`config.mk`:
```
export PLATFORM = sky130hd
export DESIGN_NAME = uart_tx_arbiter
export DESIGN_NICKNAME = d
export VERILOG_FILES = /design/src/rtl/uart_tx_arbiter.sv
export SDC_FILE = /design/constraint.sdc
export NUM_CORES = 1
export LEC_CHECK = 0
export ABC_AREA = 1
export CELL_PAD_IN_SITES_DETAIL_PLACEMENT = 0
export CELL_PAD_IN_SITES_GLOBAL_PLACEMENT = 1
export CORE_MARGIN = 8
export CORE_UTILIZATION = 31
export DETAILED_ROUTE_END_ITERATION = 8
export PLACE_DENSITY = 0.81
export SETUP_SLACK_MARGIN = 0.02
export SLEW_MARGIN = 20
export SYNTH_ARGS = -nofsm -noshare
export SYNTH_HDL_FRONTEND = slang
export SYNTH_SLANG_ARGS = --single-unit
```
`constraint.sdc`:
```
create_clock -name clk -period 2.71 [get_ports clk]
set_clock_uncertainty 0.1 [all_clocks]
set_input_delay 0.6775 -clock clk [delete_from_list [all_inputs] [get_ports clk]]
set_output_delay 0.6775 -clock clk [all_outputs]
set_load 0.05 [all_outputs]
```
`src/rtl/uart_tx_arbiter.sv`:
```
// uart_tx_arbiter: shares one UART transmitter among N_REQ byte requesters.
// Round-robin arbitration, one byte per grant, handshake with the TX core via
// tx_start/tx_busy, and an optional idle gap of GAP_CYC cycles after each byte.
// Optional feature macro: UART_ARB_PKT_LOCK_EN (keeps the grant on one requester
// until it presents a byte with req_last set).
module uart_tx_arbiter #(
   parameter int N_REQ   = 4,
   parameter int DATA_W  = 8,
   parameter int GAP_CYC = 0
) (
   input  logic                      clk,
   input  logic                      rst,
   input  logic [N_REQ-1:0]          req_valid,
   input  logic [N_REQ*DATA_W-1:0]   req_data,
   input  logic [N_REQ-1:0]          req_last,
   output logic [N_REQ-1:0]          req_ready,
   output logic [DATA_W-1:0]         tx_data,
   output logic                      tx_start,
   input  logic                      tx_busy,
   output logic [$clog2(N_REQ)-1:0]  grant_id,
   output logic                      grant_valid
);

   localparam int ID_W  = $clog2(N_REQ);
   localparam int IDX_W = ID_W + 1;
   localparam logic [N_REQ-1:0] ONE_HOT0 = N_REQ'(1);

   typedef enum logic [2:0] {
      S_IDLE,
      S_ISSUE,
      S_WAIT_BUSY,
      S_WAIT_DONE,
      S_GAP
   } state_t;

   state_t            state_q, state_d;
   logic [ID_W-1:0]   ptr_q, ptr_d;
   logic [ID_W-1:0]   grant_q, grant_d;
   logic [DATA_W-1:0] data_q, data_d;
   logic [7:0]        gap_q, gap_d;

   logic [N_REQ-1:0]  elig;
   logic              found;
   logic [ID_W-1:0]   pick;
   logic [ID_W-1:0]   pick_nxt;
   logic [DATA_W-1:0] req_byte [N_REQ];

   // Unpack the flat data bus into one byte per requester.
   generate
      for (genvar gi = 0; gi < N_REQ; gi++) begin : g_unpack
         assign req_byte[gi] = req_data[gi*DATA_W +: DATA_W];
      end
   endgenerate

`ifdef UART_ARB_PKT_LOCK_EN
   logic lock_q, lock_d;

   // While a packet is in progress only its owner may be granted.
   always_comb begin
      elig = lock_q ? (req_valid & (ONE_HOT0 << grant_q)) : req_valid;
   end
`else
   logic unused_last;
   assign unused_last = ^req_last;

   // Every byte is arbitrated afresh.
   always_comb begin
      elig = req_valid;
   end
`endif

   // Round-robin search: first eligible requester at or after the pointer.
   always_comb begin
      logic [IDX_W-1:0] idx;
      found = 1'b0;
      pick  = '0;
      idx   = '0;
      for (int k = 0; k < N_REQ; k++) begin
         idx = {1'b0, ptr_q} + IDX_W'(k);
         if (idx >= IDX_W'(N_REQ)) begin
            idx = idx - IDX_W'(N_REQ);
         end
         if (!found && elig[idx[ID_W-1:0]]) begin
            found = 1'b1;
            pick  = idx[ID_W-1:0];
         end
      end
      pick_nxt = (pick == ID_W'(N_REQ - 1)) ? '0 : pick + ID_W'(1);
   end

   // Next-state logic for the grant / handshake / gap sequence.
   always_comb begin
      state_d = state_q;
      ptr_d   = ptr_q;
      grant_d = grant_q;
      data_d  = data_q;
      gap_d   = gap_q;
`ifdef UART_ARB_PKT_LOCK_EN
      lock_d  = lock_q;
`endif
      case (state_q)
         S_IDLE: begin
            // A busy transmitter blocks new grants even with requests pending.
            if (!tx_busy && found) begin
               grant_d = pick;
               data_d  = req_byte[pick];
               ptr_d   = pick_nxt;
`ifdef UART_ARB_PKT_LOCK_EN
               lock_d  = !req_last[pick];
`endif
               state_d = S_ISSUE;
            end
         end
         S_ISSUE: begin
            state_d = S_WAIT_BUSY;
         end
         S_WAIT_BUSY: begin
            if (tx_busy) begin
               state_d = S_WAIT_DONE;
            end
         end
         S_WAIT_DONE: begin
            if (!tx_busy) begin
               if (GAP_CYC == 0) begin
                  state_d = S_IDLE;
               end else begin
                  gap_d   = 8'(GAP_CYC - 1);
                  state_d = S_GAP;
               end
            end
         end
         S_GAP: begin
            if (gap_q == 8'd0) begin
               state_d = S_IDLE;
            end else begin
               gap_d = gap_q - 8'd1;
            end
         end
         default: begin
            state_d = S_IDLE;
         end
      endcase
   end

   // State and datapath registers with synchronous reset.
   always_ff @(posedge clk) begin
      if (rst) begin
         state_q <= S_IDLE;
         ptr_q   <= '0;
         grant_q <= '0;
         data_q  <= '0;
         gap_q   <= '0;
`ifdef UART_ARB_PKT_LOCK_EN
         lock_q  <= 1'b0;
`endif
      end else begin
         state_q <= state_d;
         ptr_q   <= ptr_d;
         grant_q <= grant_d;
         data_q  <= data_d;
         gap_q   <= gap_d;
`ifdef UART_ARB_PKT_LOCK_EN
         lock_q  <= lock_d;
`endif
      end
   end

   // Outputs decode straight from registered state, so they are glitch-free.
   always_comb begin
      tx_start    = (state_q == S_ISSUE);
      req_ready   = tx_start ? (ONE_HOT0 << grant_q) : '0;
      grant_valid = (state_q != S_IDLE);
      tx_data     = data_q;
      grant_id    = grant_q;
   end

endmodule

```
==> summary.md <==
| Metric | Value |
|---|---|
| Core area | 4690 um^2 |
| Post-CTS Setup Inserts | 0 |
| Max-Cap Viols | 0 |
| Clock Latency Late Sink | 240 ps |
| Instance count on the critical path | 3 |
| First-pass GRT wire length | 6.88 mm |
| Most common cell after layout, fill and taps aside | inv_1 |
| Num CTS Buffers | 3 |
| Pre-antenna DRT Iters | 4 |
| WL final | 4.01 mm |
| Synth Warn # | 0 |
| CTS tree | yes |
| CP Launch Type | register |
| Placed cell count | 347 |
| Crit path arrival time | 1640 ps |
| Setup crit end | tx_start |
| Total gr overflow | 0 |
| Clock Pin Slew Worst Setup and Hold Paths | 50 ps |
| Post-synthesis cell type count | 26 |
| Setup Viol. Count Final | 0 |
| CTS Hold Bufs | 0 |
| Post-DP HPWL | 3.15 mm |
| Placed Area | 2040 um^2 |
| Worst IR drop on VDD | 0.000449 V |
| Relative slew slack | 64.6% |
| Critical Path Sink Type | primary output |
| Initial antenna violation count | 0 |
| Row count | 25 |
| CTS resizes | 0 |
| Syn-to-layout area delta | 38.5% |
| Hold slack | 416 ps |
| Fmax | 414 MHz |
| Via density | 4.49 |
| Crit Reg-Reg Startpoint | ptr_q[0] |
| Number of port buffers | 54 |
| Reg-to-reg setup timing slack | 540 ps |
| Largest stage delay, worst path | 800 ps |
| Reg2reg end | tx_data[3] |
| Largest net degree at the start of global routing | 19 |
| Vias | 1573 |
| Status | finished, final reports clean |
| CP Launch Point | state_q[1] |
| Mapped Cells | 242 |
| Crit path max fanout | 3 |
| Unrepaired setup endpoints after global routing | false |
| Violation count after the first detailed-route iteration | 29 |
| Drc violations | 0 |
| Finished Layout Cells | 350 |
| Lkg Pwr | 1.07 nW |
| Fin crit period | 2410 ps |
| # IOs | 59 |
| CP bufs+invs | 2 |
| Synthesized Nets | 289 |
| PwrDens | 1190 nW/um^2 |
| CTS max path bufs | 2 |
| Placer congestion estimate | 0.795 |
| Htree depth | 1 |
| Avg Synthesized Cell Area | 6.22 um^2 |
| Slowest cell on crit path | clkdlybuf4s50_1 |
| Die area | 7340 um^2 |
| Cell Area, Synth | 1510 um^2 |
| Hold Crit Class | reg -> reg |
| Crit path max-delay family | buffers and inverters |
| Antenna cell count | 0 |
| Actual slew at the worst max-slew pin | 530 ps |
| Fillcell total | 506 |
| Seq/Total Area, Yosys | 18.6% |
| Setup CP Type | reg -> out |
| Total GRT Usage | 11.3% |
| Finished Cell Area | 2080 um^2 |
| Tot Pwr | 0.00248 W |
| Most frequent cells in the layout | 63 x inv_1, 49 x nand2_1, 49 x clkdlybuf4s50_1, 29 x nand3_1 |
| Clk sinks | 14 |
| Pins over their slew limit | 0 |
| Worst path required time | 1930 ps |
| Die Ht | 85.7 um |
| CP cell instances | inv_1 > ha_1 > clkdlybuf4s50_1 |
| WL/cell | 11.5 um |
| Final Hold Fails | 0 |
| Final #Nets | 345 |
| Post-layout util | 44.4% |
| Fin crit share | 89.1% |
| Vias in the first global route | 1524 |
| FF-to-FF path depth | 11 |
| Routed Antenna Nets | 0 |
| Root Buffer | clkbuf_8 |
| Layout cell share with drive strength beyond 1 | 14.9% |
| Synth Register Bits | 14 |
| Starting Density | 32.1% |
| Die Wd | 85.7 um |
[worst reg2reg max path, delay by kind of cell, from the launching register on]
family / cells / cell delay (ps)
and+or+nand+nor: 10 / 1290
DFF: 1 / 640
buffers and inverters: 1 / 30
[sequential cells by signal (all words and copies together) (netlist names)]
signal and flops:
grant_id 2, state_q 2, ptr_q 2, tx_data 8
[how the worst min path moves through the flow]
stage	start	endpoint	slack [ps]	depth (start not counted)
after CTS	grant_id[1]	grant_id[1]	420	2
after detailed placement	grant_id[1]	grant_id[1]	410	2
after floorplan	state_q[1]	state_q[1]	400	2
after global routing	grant_id[1]	grant_id[1]	470	2
final	grant_id[1]	grant_id[1]	420	2
after global placement	grant_id[1]	grant_id[1]	420	2
[synth_stat cells]
cell | n | share of area, %
buf_12 | 1 | 1.3
ha_1 | 4 | 3.3
nor2_8 | 1 | 1.3
dfxtp_1 | 14 | 19
nor2_1 | 5 | 1.2
inv_4 | 1 | 0.42
o21ai_2 | 1 | 0.58
a21boi_1 | 1 | 0.50
inv_8 | 1 | 0.75
buf_6 | 2 | 1.5
nand3_2 | 3 | 2.0
a211oi_1 | 3 | 1.5
nand4_1 | 17 | 7.1
nand2_2 | 17 | 7.1
nand3_4 | 3 | 3.5
nand2_1 | 49 | 12
nand2_4 | 3 | 2.2
inv_1 | 63 | 16
a21oi_1 | 13 | 4.3
nand3_1 | 29 | 9.6
o21ai_0 | 1 | 0.33
nor3_1 | 4 | 1.3
inv_2 | 2 | 0.50
dlygate4sd3_1 | 1 | 0.67
clkbuf_8 | 2 | 1.8
buf_4 | 1 | 0.50
[layer usage]
metal,global-route usage [%],vias to the layer above,share of wire (%)
met5,0,-,0
met4,2.71,0,1.1
li1,-,865,-
met2,19.2,35,46
met3,4.68,7,7.6
met1,12.8,666,45
[power by group]
| group | switching [W] | leakage [nW] | internal, W |
|---|---|---|---|
| Sequential | 0.0000824 | 0.116 | 0.000294 |
| Combinational | 0.00129 | 0.934 | 0.000647 |
| Clock | 0.0000679 | 0.0216 | 0.0000982 |
| Total | 0.00144 | 1.07 | 0.00104 |
[through the flow]
step           setup TNS [ps]  setup slack, ps
5_1_grt                     0              119
2_1_floorplan            -608             -152
4_1_cts                     0              271
3_5_place_dp                0             52.6
3_3_place_gp                0             43.8
6_report                    0              295
[cell type report]
type	count	area (um^2)	area share (%)
Sequential cell	14	280	13.4
Clock buffer	3	41.3	1.98
Multi-Input combinational cell	154	876	42.0
Timing Repair Buffer	58	558	26.8
Inverter	67	262	12.5
Tap cell	54	67.6	3.24
[cell families after synthesis]
| kind of cell | Yosys count | share of synthesized area, % |
|---|---|---|
| adders and majority gates | 4 | 3.33 |
| DFF | 14 | 18.6 |
| and+or+nand+nor | 131 | 47.6 |
| buffers and inverters | 74 | 23.2 |
| AOI/OAI and AO/OA | 19 | 7.23 |
(Power assumes the default switching activity.)
